--- config.mk ---
export PLATFORM = sky130hd
export DESIGN_NAME = cpu_sequencer_flat
export DESIGN_NICKNAME = d
export VERILOG_FILES = /design/src/rtl/cpu_pkg.sv /design/src/rtl/cpu_sequencer_if.sv /design/src/rtl/cpu_decode.sv /design/src/rtl/cpu_sequencer.sv /design/src/flat_wrapper.sv
export SDC_FILE = /design/constraint.sdc
export NUM_CORES = 1
export LEC_CHECK = 0
export BUFFER_PORTS_ARGS = -buffer_cell sky130_fd_sc_hd__buf_2
export CAP_MARGIN = 20
export CORE_MARGIN = 2
export CORE_UTILIZATION = 43
export DETAILED_ROUTE_END_ITERATION = 10
export GPL_ROUTABILITY_DRIVEN = 0
export PLACE_DENSITY = 0.76
export SETUP_SLACK_MARGIN = 0.1
export SLEW_MARGIN = 20
export SYNTH_ARGS = -nofsm -noshare
export SYNTH_HDL_FRONTEND = slang
export SYNTH_SLANG_ARGS = --single-unit
--- constraint.sdc ---
create_clock -name clk -period 1.9 [get_ports clk]
set_clock_uncertainty 0.2 [all_clocks]
set_input_delay 0.38 -clock clk [delete_from_list [all_inputs] [get_ports clk]]
set_output_delay 0.38 -clock clk [all_outputs]
set_load 0.005 [all_outputs]
--- src/rtl/cpu_pkg.sv ---
// Shared definitions for the 16-bit multi-cycle CPU sequencer.
// Opcodes, FSM states, IR field positions and the decode bundle.
package cpu_pkg;

    typedef enum logic [2:0] {
        S_FETCH,
        S_DECODE,
        S_EXECUTE,
        S_WRITEBACK,
        S_HALTED
    } state_e;

    localparam logic [3:0] OP_NOP  = 4'b0000;
    localparam logic [3:0] OP_ADD  = 4'b1000;
    localparam logic [3:0] OP_ADDI = 4'b1001;
    localparam logic [3:0] OP_HALT = 4'b1111;

    localparam int OP_LSB  = 12;
    localparam int TYPE_B  = 11;
    localparam int RD_LSB  = 8;
    localparam int RS_LSB  = 5;
    localparam int RM_LSB  = 2;
    localparam int IMM_W   = 5;

    typedef struct packed {
        logic [2:0]  rs;
        logic [2:0]  rm;
        logic [2:0]  rd;
        logic [15:0] imm_n;
        logic        is_alu;
        logic        is_halt;
        logic        is_illegal;
    } dec_t;

    function automatic logic [15:0] sext5(input logic [4:0] v);
        return {{11{v[4]}}, v};
    endfunction

endpackage

--- src/rtl/cpu_sequencer_if.sv ---
// Instruction fetch port: req/ack handshake with a 16-bit address and data.
// The sequencer is the master, instruction memory the slave.
interface cpu_sequencer_if;
    logic        mem_req;
    logic [15:0] mem_addr;
    logic        mem_ack;
    logic [15:0] mem_rdata;

    modport master (
        output mem_req, mem_addr,
        input  mem_ack, mem_rdata
    );

    modport slave (
        input  mem_req, mem_addr,
        output mem_ack, mem_rdata
    );
endinterface

--- src/rtl/cpu_decode.sv ---
// Combinational instruction decode: IR -> register fields, immediate, class.
// Kept separate so later forwarding logic can reuse the same decode.
module cpu_decode
    import cpu_pkg::*;
(
    input  logic [15:0] ir_i,
    output dec_t        dec_o
);

    logic [3:0] op;

    assign op = ir_i[OP_LSB +: 4];

    always_comb begin
        dec_o            = '0;
        dec_o.rd         = ir_i[RD_LSB +: 3];
        dec_o.rs         = ir_i[RS_LSB +: 3];
        dec_o.rm         = ir_i[RM_LSB +: 3];
        dec_o.imm_n      = sext5(ir_i[IMM_W-1:0]);
        unique case (1'b1)
            (op == OP_ADD),
            (op == OP_ADDI): dec_o.is_alu  = 1'b1;
            (op == OP_HALT): dec_o.is_halt = 1'b1;
            (op == OP_NOP):  ;
            default:         dec_o.is_illegal = 1'b1;
        endcase
    end

endmodule

--- src/rtl/cpu_sequencer.sv ---
// Multi-cycle control FSM: fetch, decode, execute, writeback, halt.
// Owns PC, IR, the ALU result register and the fetch timeout counter.
module cpu_sequencer
    import cpu_pkg::*;
#(
    parameter logic [15:0] PC_RESET    = 16'h0000,
    parameter int          ACK_TIMEOUT = 255
) (
    input  logic         clk,
    input  logic         rst_n,
    input  logic         run,
    cpu_sequencer_if.master mem,
    output logic [15:0]  instruction,
    output logic [2:0]   rf_raddr_s,
    output logic [2:0]   rf_raddr_m,
    output logic [15:0]  imm_n,
    input  logic [15:0]  aluout,
    output logic         rf_we,
    output logic [2:0]   rf_waddr,
    output logic [15:0]  rf_wdata,
    output logic [15:0]  pc,
    output logic         halted,
    output logic         bus_error,
    output logic         illegal
);

    localparam logic [7:0] TMO_LAST = 8'(ACK_TIMEOUT - 1);

    state_e      state_q;
    logic [15:0] pc_q;
    logic [15:0] ir_q;
    logic [15:0] res_q;
    logic [7:0]  cnt_q;
    logic        req_q;
    logic        we_q;
    logic        ill_q;
    logic        halt_q;
    logic        berr_q;
    dec_t        dec;

    cpu_decode u_dec (
        .ir_i  (ir_q),
        .dec_o (dec)
    );

    always_ff @(posedge clk or negedge rst_n) begin
        if (!rst_n) begin
            state_q <= S_FETCH;
            pc_q    <= PC_RESET;
            ir_q    <= '0;
            res_q   <= '0;
            cnt_q   <= '0;
            req_q   <= 1'b0;
            we_q    <= 1'b0;
            ill_q   <= 1'b0;
            halt_q  <= 1'b0;
            berr_q  <= 1'b0;
        end else begin
            we_q  <= 1'b0;
            ill_q <= 1'b0;
            unique case (state_q)
                S_FETCH: begin
                    // run only gates the start of a fetch, never aborts one
                    if (!req_q) begin
                        req_q <= run;
                        cnt_q <= '0;
                    end else if (mem.mem_ack) begin
                        ir_q    <= mem.mem_rdata;
                        req_q   <= 1'b0;
                        cnt_q   <= '0;
                        state_q <= S_DECODE;
                    end else if (cnt_q == TMO_LAST) begin
                        req_q   <= 1'b0;
                        berr_q  <= 1'b1;
                        halt_q  <= 1'b1;
                        state_q <= S_HALTED;
                    end else begin
                        cnt_q <= cnt_q + 8'd1;
                    end
                end
                S_DECODE: state_q <= S_EXECUTE;
                S_EXECUTE: begin
                    res_q   <= aluout;
                    we_q    <= dec.is_alu;
                    ill_q   <= dec.is_illegal;
                    state_q <= S_WRITEBACK;
                end
                S_WRITEBACK: begin
                    if (dec.is_halt) begin
                        halt_q  <= 1'b1;
                        state_q <= S_HALTED;
                    end else begin
                        pc_q    <= pc_q + 16'd1;
                        req_q   <= run;
                        state_q <= S_FETCH;
                    end
                end
                S_HALTED: req_q <= 1'b0;
                default:  state_q <= S_FETCH;
            endcase
        end
    end

    assign mem.mem_req  = req_q;
    assign mem.mem_addr = pc_q;
    assign instruction  = ir_q;
    assign rf_raddr_s   = dec.rs;
    assign rf_raddr_m   = dec.rm;
    assign imm_n        = dec.imm_n;
    assign rf_we        = we_q;
    assign rf_waddr     = dec.rd;
    assign rf_wdata     = res_q;
    assign pc           = pc_q;
    assign halted       = halt_q;
    assign bus_error    = berr_q;
    assign illegal      = ill_q;

endmodule

--- src/flat_wrapper.sv ---
// flat-port wrapper written by rule: the top's interface ports become plain ports
module cpu_sequencer_flat import cpu_pkg::*;
#(
    parameter logic [15:0] PC_RESET    = 16'h0000,
    parameter int          ACK_TIMEOUT = 255
)
  (clk, rst_n, run, instruction, rf_raddr_s, rf_raddr_m, imm_n, aluout, rf_we, rf_waddr, rf_wdata, pc, halted, bus_error, illegal, mem_mem_req, mem_mem_addr, mem_mem_ack, mem_mem_rdata);
  cpu_sequencer_if mem_i ();
  input  logic clk;
  input  logic rst_n;
  input  logic run;
  output logic [15:0] instruction;
  output logic [2:0] rf_raddr_s;
  output logic [2:0] rf_raddr_m;
  output logic [15:0] imm_n;
  input  logic [15:0] aluout;
  output logic rf_we;
  output logic [2:0] rf_waddr;
  output logic [15:0] rf_wdata;
  output logic [15:0] pc;
  output logic halted;
  output logic bus_error;
  output logic illegal;
  output wire logic [$bits(mem_i.mem_req)-1:0] mem_mem_req;
  output wire logic [$bits(mem_i.mem_addr)-1:0] mem_mem_addr;
  input wire logic [$bits(mem_i.mem_ack)-1:0] mem_mem_ack;
  input wire logic [$bits(mem_i.mem_rdata)-1:0] mem_mem_rdata;
  assign mem_mem_req = mem_i.mem_req;
  assign mem_mem_addr = mem_i.mem_addr;
  assign mem_i.mem_ack = mem_mem_ack;
  assign mem_i.mem_rdata = mem_mem_rdata;
  cpu_sequencer #(.PC_RESET(PC_RESET), .ACK_TIMEOUT(ACK_TIMEOUT)) u_core (.clk(clk), .rst_n(rst_n), .run(run), .mem(mem_i), .instruction(instruction), .rf_raddr_s(rf_raddr_s), .rf_raddr_m(rf_raddr_m), .imm_n(imm_n), .aluout(aluout), .rf_we(rf_we), .rf_waddr(rf_waddr), .rf_wdata(rf_wdata), .pc(pc), .halted(halted), .bus_error(bus_error), .illegal(illegal));
endmodule
Word-level counts from Yosys, hierarchy flattened
Index checks and enable logic that the tools add are counted.

operators by class
  add/subtract/negate cells = 2
  eq/ne operators = 15
  muxes and demuxes = 23
  bitwise logic cells = 3
  reduce and logical (&&, ||, !) cells = 13

operators by type and width
  kind                   count
  $mux 8                 3
  $add 16x1->16 const B  1
  $pmux 3 s5             1
  $mux 1                 13
  $eq 4x4->1 const B     3
  $mux 3                 4
  $add 8x1->8 const B    1
  $eq 8x8->1 const B     1
  $eq 3x2->1 const B     2
  $ne 2x1->1 const B     3
  $reduce_and 2->1       3
  $reduce_and 3->1       2
  $reduce_and 5->1       1
  $logic_not 4->1        1
  $ne 2x2->1 const B     2
  $reduce_and 4->1       1
  $reduce_or 4->1        1
  $eq 3x1->1 const B     1
  $eq 3x3->1 const B     1
  $logic_not 3->1        1
  $ne 3x2->1 const B     1
  $ne 3x3->1 const B     1
  $not 1->1              3
  $pmux 1 s3             1
  other kinds (4)        4

word-level totals
  flip-flop bits (word level) = 64
  input port bits = 36
  output and inout bits = 94
  logic and storage cells = 66

Longest topological paths before layout
Gate-level depths: netlist of run 1.

  word-level depth = 5
  gate-level depth with buffers = 6

Hierarchy
Synthesis of run 1 repeated with hierarchy kept, for this count alone.

second synthesis, totals
  cell total of the unflattened synthesis = 259
  area, all modules = 3111.7 um^2

by module, submodules not included
  module         times used  cells an instance  area each (um^2)  seq. area each (um^2)
  cpu_sequencer  1           229                2887.8            1601.5
  cpu_decode     1           30                 224.0             0.0

Least setup slack after synthesis of run 1
OpenSTA, ideal clock, no wires.

  path type = register -> register
  start = register u_core.state_q[0]
  end = register u_core.ir_q[10] (netlist: u_core.instruction[10])
  setup time = 127 ps
  arrival = 1504 ps
  data required time = 1573 ps
  setup slack = 69 ps
  cell stages (with the launch flop) = 7
  buffers on the path = 3
  cells stage by stage = dfrtp_1 buf_6 nor3_4 and3_1 buf_4 buf_6 mux2_1

between the ends
  longest elaborated chain between the ends = 2

RTL lines
  element                            line                 RTL
  from (decl)                        cpu_sequencer.sv:29  state_e state_q;
  from (signal assigned)             cpu_sequencer.sv:48  state_q <= S_FETCH;
  from (signal assigned)             cpu_sequencer.sv:71  state_q <= S_DECODE;
  from (signal assigned)             cpu_sequencer.sv:76  state_q <= S_HALTED;
  $logic_not 3->1                    cpu_sequencer.sv:61  unique case (state_q)
  $reduce_and 3->1 (no source line)  --
  to (signal assigned)               cpu_sequencer.sv:68  ir_q <= mem.mem_rdata;
  to (decl)                          cpu_sequencer.sv:31  logic [15:0] ir_q;

No other way between the ends.
A chain may end at the register's enable or synchronous reset.

Worst setup path after layout of run 1
  start = register u_core.state_q[2]
  end = register u_core.cnt_q[7]

between the ends
  longest elaborated chain between the ends = 2

RTL lines
  element                            line                 RTL
  $logic_not 3->1                    cpu_sequencer.sv:61
  $reduce_and 2->1 (no source line)  --
  to (signal assigned)               cpu_sequencer.sv:78  cnt_q <= cnt_q + 8'd1;
  to (decl)                          cpu_sequencer.sv:33  logic [7:0] cnt_q;

No other way between the ends.

==> results of run 1 <==
## metrics by stage
stage / instances / total power, mW / hold slack [ns] / util
floorplan: 261 / 1.39 / -0.116 / -
global placement: 445 / 1.46 / 0.218 / 0.523
detailed placement: 445 / 1.46 / 0.226 / 0.523
CTS: 464 / 2.76 / 0.0396 / 0.559
global route: 469 / 2.83 / 0.0504 / 0.573
finish: 469 / 2.71 / 0.0527 / 0.573
## registers in the layout, summed over array words and instances (netlist names)
register,count
u_core.mem.mem_req,1
u_core.instruction,16
u_core.cnt_q,8
u_core.rf_we,1
u_core.state_q,3
u_core.bus_error,1
u_core.rf_wdata,16
u_core.illegal,1
u_core.mem.mem_addr,16
u_core.halted,1
## power by group through the flow
stage,Sequential (mW),Clock [mW],Combinational (mW)
after floorplan,1.39,0,0.00165
after global placement,1.39,0,0.0677
after detailed placement,1.39,0,0.0695
after CTS,1.36,1.33,0.0711
after global routing,1.36,1.39,0.0779
final,1.36,1.28,0.0685
## worst max-delay path: stages, from the launching register on
cell	delay [ns]
dfrtp_2	0.44
buf_4	0.16
or3_1	0.48
o21ai_1	0.22
o31ai_1	0.10
## path summary, 6_finish.rpt
| path | to | slack [ns] | cells after the start |
|---|---|---|---|
| setup / recovery | u_core.cnt_q[7] | 0.18 | 4 |
| hold / removal | u_core.instruction[13] | 0.05 | 2 |
| setup reg to reg | u_core.cnt_q[7] | 0.18 | 4 |
| hold reg to reg | u_core.bus_error | 0.28 | 1 |
| max in group asynchronous | u_core.mem.mem_addr[0] | 0.81 | 3 |
| min in group asynchronous | u_core.instruction[6] | 0.40 | 3 |
## cell families (layout without fill, tap and decap cells)
logic type	Yosys count	after routing	share of synthesized area
compound gates	24	24	0.0520
xor+xnor	16	16	0.0452
fa+ha+maj	3	3	0.0121
buf+inv	54	166	0.123
flops	64	64	0.516
mux	34	34	0.123
simple gates	66	66	0.128
## per-layer routing
| layer | share of wire | routed length (µm) | GRT usage | vias to the layer above |
|---|---|---|---|---|
| li1 | - | - | - | 1080 |
| met4 | 0.025 | 166 | 0.0950 | 0 |
| met5 | 0 | 0 | 0 | - |
| met2 | 0.52 | 3370 | 0.269 | 91 |
| met3 | 0.057 | 375 | 0.0277 | 13 |
| met1 | 0.40 | 2630 | 0.196 | 1131 |
## cells in the mapped netlist (all sizes together)
cell / instances / share of area
nor3b: 1 / 0.0024
xnor2: 12 / 0.034
nand4: 5 / 0.010
o21ai: 5 / 0.0081
inv: 5 / 0.0060
a311o: 1 / 0.0032
nand3b: 1 / 0.0065
or3: 1 / 0.0020
and4: 2 / 0.0056
nand3: 15 / 0.024
a21oi: 4 / 0.0065
o22ai: 1 / 0.0020
mux2i: 1 / 0.0032
a2bb2oi: 1 / 0.0028
buf: 48 / 0.12
a31oi: 2 / 0.0040
nor3: 3 / 0.0085
nand2b: 2 / 0.0040
o32ai: 1 / 0.0028
and3: 5 / 0.010
nor2: 9 / 0.012
clkbuf: 1 / 0.0012
nor2b: 1 / 0.0020
xor2: 4 / 0.011
nand2: 16 / 0.020
o31ai: 5 / 0.012
ha: 3 / 0.012
o211ai: 2 / 0.0048
mux2: 33 / 0.12
or4: 3 / 0.0073
a31o: 1 / 0.0028
dfrtp: 64 / 0.52
nor4: 2 / 0.014
o311ai: 1 / 0.0028
## layout make-up
cell class	instances	area, µm²
Clock buffer	10	138
Clock inverter	6	82.6
Fill cell	605	2950
Inverter	5	18.8
Multi-Input combinational cell	143	1180
Sequential cell	64	1610
Tap cell	96	120
Timing Repair Buffer	145	806
## cell usage in the layout (no fill, tap or decap), types with 3 or more instances in the layout
cell      instances
clkinv_2          3
nand4_1           5
xnor2_1          12
o21ai_0           3
and3_1            4
dfrtp_2           6
buf_2           129
nor2_1            8
xor2_1            4
or4_1             3
nand2_1          14
mux2_2           23
nand3_2           3
buf_12            3
clkbuf_8         10
o31ai_1           4
buf_4            12
mux2_1            8
inv_1             5
dfrtp_1          58
a21oi_1           4
nand3_1          12
## timing repair
action / in CTS / in global routing
setup endpoints to repair: 5 / 30
setup buffers: 2 / 5
endpoints found under the hold margin: 64 / 0
pin swaps: 0 / 6
hold buffers: 1 / 0
resized for setup: 2 / 17
==> impl_metrics.env, run 1 <==
export IMPL_status="completed"
export IMPL_die_w_um=89.0
export IMPL_grt_max_degree=65
export IMPL_wl_per_cell_um=14.0
export IMPL_grt_pass1_vias=2151
export IMPL_tightestPinTransition_ns=0.355
export IMPL_grtUsageTotal=0.161
export IMPL_synth_cell_type_count=40
export IMPL_power_density_nw_per_um2=686
export IMPL_synth_nets=300
export IMPL_place_area_um2=3610
export IMPL_grt_pass1_wl_um=9810
export IMPL_drv_slew=0
export IMPL_dpl_worst_slack_ns=0.0703
export IMPL_chipHeight_um=89.0
export IMPL_crit_required_ns=1.91
export IMPL_wl_um=6550
export IMPL_worst_setup_path_start_kind="register"
export IMPL_yosysWarnings=0
export IMPL_grt_overflow=0
export IMPL_core_rowCount=30
export IMPL_p_sw_frac=0.204
export IMPL_rsz0062_at_grt="true"
export IMPL_final_net_count=407
export IMPL_dieArea_um2=7910
export IMPL_htreeDepth=3
export IMPL_initial_core_util=0.449
export IMPL_drive_above_1_share=0.558
export IMPL_tns_ns=0
export IMPL_hp_class="input port to register"
export IMPL_antenna_found_initial=0
export IMPL_p_seq_frac=0.502
export IMPL_final_cell_area_um2=3960
export IMPL_viasPerCell=4.94
export IMPL_hpwl_um=4590
export IMPL_core_um2=6910
export IMPL_ys_seq_elements=64
export IMPL_max_freq_mhz=581
export IMPL_relSlewSlack=0.761
export IMPL_path_clk_slew_ns=0.07
export IMPL_cp_arrival_ns=1.73
export IMPL_synthCells=261
export IMPL_min_period_ns=1.72
export IMPL_critPathKind="register to register"
export IMPL_cap_violations=0
export IMPL_report_final_hold_viol_count=0
export IMPL_p_leak_nw=2.21
export IMPL_root_buffer="clkbuf_8"
export IMPL_p_int_mw=2.16
export IMPL_cts_sinks=64
export IMPL_cts_max_path_buffers=2
export IMPL_drcViolationCount=0
export IMPL_synth_cell_area_um2=3100
export IMPL_via_count=2315
export IMPL_cts_tree="built"
export IMPL_power_switching_mw=0.554
export IMPL_fin_ws_ns=0.180
export IMPL_critPathCaptureType="register"
export IMPL_setup_violations=0
export IMPL_timing_rr_start="u_core.state_q[2]"
export IMPL_synth_seq_area_share=0.516
export IMPL_cp_max_fo=6
export IMPL_cts_buffers=9
export IMPL_critPathLaunch="u_core.state_q[2]"
export IMPL_drtIter0Drc=143
export IMPL_synth_area_per_cell_um2=11.9
export IMPL_port_buffers=129
export IMPL_pwr_share_comb=0.025
export IMPL_min_delay_start="mem_mem_rdata[13]"
export IMPL_clock_latency_ns=0.34
export IMPL_power_share_clock=0.473
export IMPL_pin_count=130
export IMPL_area_growth_pct=27.5
export IMPL_first_pass_iters=4
export IMPL_ant_nets=0
export IMPL_antenna_cells=0
export IMPL_period_share=0.905
export IMPL_ir_worst_vdd_mv=0.326
No activity file was read; power rests on OpenSTA's default activity.
==> run 2: changes to the inputs <==
--- a/config.mk
+++ b/config.mk
@@ -12,7 +12,7 @@
 export DETAILED_ROUTE_END_ITERATION = 10
 export GPL_ROUTABILITY_DRIVEN = 0
 export PLACE_DENSITY = 0.76
-export SETUP_SLACK_MARGIN = 0.1
+export SETUP_SLACK_MARGIN = 0.5
 export SLEW_MARGIN = 20
 export SYNTH_ARGS = -nofsm -noshare
 export SYNTH_HDL_FRONTEND = slang
==> impl_metrics.env, run 2 (same netlist as run 1, synthesis figures left out) <==
export IMPL_grt_pass1_vias=2497
export IMPL_cp_arrival_ns=1.76
export IMPL_cts_sinks=64
export IMPL_min_period_ns=1.75
export IMPL_critPathKind="register to register"
export IMPL_path_cells="nor3_4 -> and3_4 -> clkbuf_16 -> mux2_4"
export IMPL_p_leak_nw=2.75
export IMPL_fin_total_pwr_mw=2.82
export IMPL_fin_ws_ns=0.155
export IMPL_ant_nets=0
export IMPL_hold_depth=2
export IMPL_first_pass_iters=4
export IMPL_wl_um=9280
export IMPL_crit_buf_inv=1
export IMPL_timing_rr_start="u_core.state_q[2]"
export IMPL_grtUsageTotal=0.198
export IMPL_max_freq_mhz=573
export IMPL_hold_end="u_core.rf_wdata[13]"
export IMPL_core_um2=6910
export IMPL_slowest_stage="dfrtp_2"
export IMPL_report_final_hold_viol_count=0
export IMPL_final_net_count=489
export IMPL_drcViolationCount=0
export IMPL_critPathCaptureType="register"
export IMPL_min_delay_start="aluout[13]"
export IMPL_cts_tree="built"
export IMPL_clock_latency_ns=0.33
export IMPL_reg2reg_to="u_core.instruction[15]"
export IMPL_htreeDepth=3
export IMPL_via_count=2756
export IMPL_viasPerCell=5.00
export IMPL_cp_max_fo=8
export IMPL_initial_core_util=0.449
export IMPL_ir_worst_vdd_mv=0.409
export IMPL_crit_required_ns=1.92
export IMPL_slowest_delay_ns=0.45
export IMPL_cts_buffers=9
export IMPL_status="completed"
export IMPL_antenna_cells=0
export IMPL_worst_setup_path_start_kind="register"
export IMPL_grt_max_degree=65
export IMPL_tightestPinTransition_ns=0.364
export IMPL_tns_ns=0
export IMPL_power_density_nw_per_um2=546
export IMPL_area_growth_pct=66.1
export IMPL_grt_overflow=0
export IMPL_path_clk_slew_ns=0.07
export IMPL_core_rowCount=30
export IMPL_rsz0062_at_grt="true"
export IMPL_reg2reg_depth=4
export IMPL_dpl_worst_slack_ns=0.157
export IMPL_dieArea_um2=7910
export IMPL_final_common_cell="buf_2"
export IMPL_pin_count=130
export IMPL_chipHeight_um=89.0
export IMPL_hp_class="input port to register"
export IMPL_hpwl_um=4800
export IMPL_drv_slew=0
export IMPL_grt_pass1_wl_um=11900
export IMPL_die_w_um=89.0
export IMPL_port_buffers=129
export IMPL_reg2reg_slack_ns=0.15
export IMPL_antenna_found_initial=0
export IMPL_drtIter0Drc=125
export IMPL_hold_ws_ns=0.0698
export IMPL_final_cell_mix="105 x buf_2, 69 x buf_4, 55 x dfrtp_1"
export IMPL_cts_max_path_buffers=2
export IMPL_drive_above_1_share=0.701
export IMPL_period_share=0.918
export IMPL_cpLargestDelayFamily="simple AND/OR/NAND/NOR gates"
export IMPL_root_buffer="clkbuf_8"
export IMPL_setup_violations=0
export IMPL_cap_violations=0
export IMPL_relSlewSlack=0.756
export IMPL_wl_per_cell_um=16.8
-- run 2: metrics by stage --
stage | utilization | area [µm²] | cells
2_1_floorplan | - | 3240 | 261
3_3_place_gp | 0.539 | 3720 | 446
3_5_place_dp | 0.539 | 3720 | 446
4_1_cts | 0.673 | 4650 | 518
5_1_grt | 0.746 | 5150 | 551
6_report | 0.746 | 5150 | 551
-- run 2: power breakdown --
part	internal, mW	switching (mW)	total, mW
clock network	0.847	0.534	1.38
logic	0.0330	0.0406	0.0735
registers	1.36	0	1.36
total	2.24	0.574	2.82
-- run 2: worst max-delay path by stage --
| stage | endpoint | from | cells past startpoint |
|---|---|---|---|
| detailed placement | u_core.cnt_q[4] | u_core.cnt_q[0] | 6 |
| global route | u_core.instruction[15] | u_core.state_q[2] | 4 |
| finish | u_core.instruction[15] | u_core.state_q[2] | 4 |
| CTS | u_core.instruction[14] | u_core.state_q[1] | 4 |
| floorplan | u_core.instruction[12] | u_core.state_q[1] | 6 |
| global placement | u_core.mem.mem_addr[14] | u_core.state_q[2] | 4 |
-- run 2: worst register-to-register path, cell delays in order (launching register included) --
cell	delay, ns
dfrtp_2	0.45
nor3_4	0.23
and3_4	0.26
clkbuf_16	0.18
mux2_4	0.31
-- run 2: area by class of cell --
cell class / count / area (µm²)
Fill cell: 443 / 1750
Timing Repair Buffer: 227 / 1700
Sequential cell: 64 / 1610
Multi-Input combinational cell: 143 / 1470
Clock buffer: 12 / 165
Tap cell: 96 / 120
Clock inverter: 4 / 75.1
Inverter: 5 / 18.8
-- run 2: repair_timing --
action | 4_1_cts | 5_1_grt
resized for setup | 56 | 54
buffers inserted | 54 | 32
endpoints found under the hold margin | 64 | 0
hold buffers | 1 | 0
endpoints found under the setup margin | 155 | 156
gates cloned | 1 | 1
pin swaps | 21 | 22
-- run 2: routing by layer --
metal	global-route usage	vias to the layer above	wire, µm
li1	-	1260	-
met1	0.238	1361	3520
met2	0.348	122	5070
met3	0.0499	13	583
met4	0.0638	0	108
met5	0	-	0
==> run 3: changes to the inputs <==
==> constraint.sdc (replaced) <==
create_clock -name clk -period 1.58 [get_ports clk]
set_clock_uncertainty 0.2 [all_clocks]
set_input_delay 0.316 -clock clk [delete_from_list [all_inputs] [get_ports clk]]
set_output_delay 0.316 -clock clk [all_outputs]
set_load 0.005 [all_outputs]
==> impl_metrics.env, run 3 (same netlist as run 1, synthesis figures left out) <==
export IMPL_status="complete, but fails checks"
export IMPL_violations="negative hold slack, negative setup slack"
export IMPL_hpwl_um=5250
export IMPL_critPathKind="register to register"
export IMPL_drive_above_1_share=0.726
export IMPL_min_period_ns=1.80
export IMPL_first_pass_iters=4
export IMPL_seqCellArea_um2=1610
export IMPL_reg2reg_slack_ns=-0.22
export IMPL_ant_nets=0
export IMPL_power_density_nw_per_um2=599
export IMPL_viasPerCell=5.12
export IMPL_hold_end="u_core.rf_wdata[5]"
export IMPL_fin_ws_ns=-0.221
export IMPL_reg2reg_depth=5
export IMPL_core_um2=6910
export IMPL_place_inst=479
export IMPL_cp_max_fo=5
export IMPL_pin_count=130
export IMPL_fin_cells=570
export IMPL_dpl_worst_slack_ns=-0.124
export IMPL_chipHeight_um=89.0
export IMPL_setup_violations=61
export IMPL_path_clk_slew_ns=0.09
export IMPL_multiInputGateArea_um2=1490
export IMPL_wl_um=10900
export IMPL_final_cell_area_um2=5380
export IMPL_rsz0062_at_grt="true"
export IMPL_cp_arrival_ns=1.83
export IMPL_dieArea_um2=7910
export IMPL_drtIter0Drc=144
export IMPL_relSlewSlack=0.704
export IMPL_core_rowCount=30
export IMPL_ir_worst_vdd_mv=0.422
export IMPL_fill_cells=403
export IMPL_place_area_um2=3960
export IMPL_final_net_count=508
export IMPL_initial_core_util=0.449
export IMPL_grt_pass1_wl_um=14100
export IMPL_cts_tree="built"
export IMPL_reg2reg_to="u_core.mem.mem_addr[15]"
export IMPL_grtUsageTotal=0.234
export IMPL_final_common_cell="buf_2"
export IMPL_drv_slew=0
export IMPL_report_final_hold_viol_count=8
export IMPL_grt_pass1_vias=2886
export IMPL_antenna_found_initial=0
export IMPL_critPathCaptureType="register"
export IMPL_clock_latency_ns=0.36
export IMPL_area_growth_pct=73.5
export IMPL_cts_hold_buf=1
export IMPL_final_cell_mix="98 x buf_2, 79 x buf_4, 61 x buf_6"
export IMPL_fin_total_pwr_mw=3.22
export IMPL_via_count=2921
export IMPL_cts_buffers=9
export IMPL_grt_overflow=0
export IMPL_worst_setup_path_start_kind="register"
export IMPL_hp_class="input port to register"
export IMPL_timing_rr_start="u_core.state_q[1]"
export IMPL_period_share=1.14
export IMPL_hold_depth=2
export IMPL_tightestPinTransition_ns=0.439
export IMPL_die_w_um=89.0
export IMPL_htreeDepth=3
export IMPL_wl_per_cell_um=19.0
export IMPL_crit_required_ns=1.61
export IMPL_p_leak_nw=2.88
export IMPL_grt_max_degree=65
export IMPL_drcViolationCount=0
export IMPL_min_delay_start="aluout[5]"
export IMPL_port_buffers=129
export IMPL_cts_sinks=64
export IMPL_antenna_cells=0
export IMPL_hold_ws_ns=-0.0175
export IMPL_root_buffer="clkbuf_8"
export IMPL_max_freq_mhz=555
export IMPL_cap_violations=0
export IMPL_cts_max_path_buffers=2
[run 3: layout make-up]
type | instances | share of cell area
Sequential cell | 64 | 0.299
Timing Repair Buffer | 246 | 0.360
Multi-Input combinational cell | 143 | 0.277
Clock buffer | 9 | 0.0230
Clock inverter | 7 | 0.0151
Tap cell | 96 | 0.0223
Inverter | 5 | 0.00349
[run 3: what timing repair did]
item / CTS / global route
endpoints found under the hold margin: 88 / 24
setup endpoints to repair: 158 / 159
gates cloned: 2 / 1
resized for setup: 105 / 25
pin swaps: 20 / 23
buffers inserted: 51 / 20
[run 3: per-stage QoR]
stage                     utilization  hold slack [ns]  setup TNS (ns)
after CTS                       0.738          -0.0274           -4.00
after detailed placement        0.574            0.164           -4.74
after global placement          0.574            0.153           -3.28
after global routing            0.779          -0.0307           -9.86
final                           0.779          -0.0175           -7.33
after floorplan                     -           -0.180           -3.70
[run 3: where the power goes]
part	total, mW	internal, mW	switching (mW)
logic	0.104	0.0478	0.0565
clock network	1.48	0.744	0.739
registers	1.64	1.64	0
[run 3: worst max-delay path by stage]
stage / from / end / slack (ns) / cells after the start
after floorplan: u_core.state_q[1] / u_core.instruction[12] / -0.24 / 6
final: u_core.state_q[1] / u_core.mem.mem_addr[15] / -0.22 / 5
after global placement: u_core.state_q[0] / u_core.rf_wdata[13] / -0.1 / 4
after CTS: u_core.state_q[1] / u_core.rf_wdata[11] / -0.12 / 5
after detailed placement: u_core.state_q[0] / u_core.rf_wdata[15] / -0.12 / 4
after global routing: u_core.state_q[1] / u_core.mem.mem_addr[15] / -0.25 / 5
[run 3: per-layer routing]
layer / part of all wire / track usage / vias to the layer above
li1: - / - / 1292
met1: 0.37 / 0.266 / 1454
met2: 0.53 / 0.435 / 145
met3: 0.064 / 0.0554 / 30
met4: 0.032 / 0.0692 / 0
met5: 0 / 0 / -
[run 3: critical path: stages, from the launching register on]
cell	delay [ns]
dfrtp_2	0.43
buf_6	0.12
nand3b_4	0.10
nor4_4	0.44
nand3_1	0.21
xnor2_1	0.18
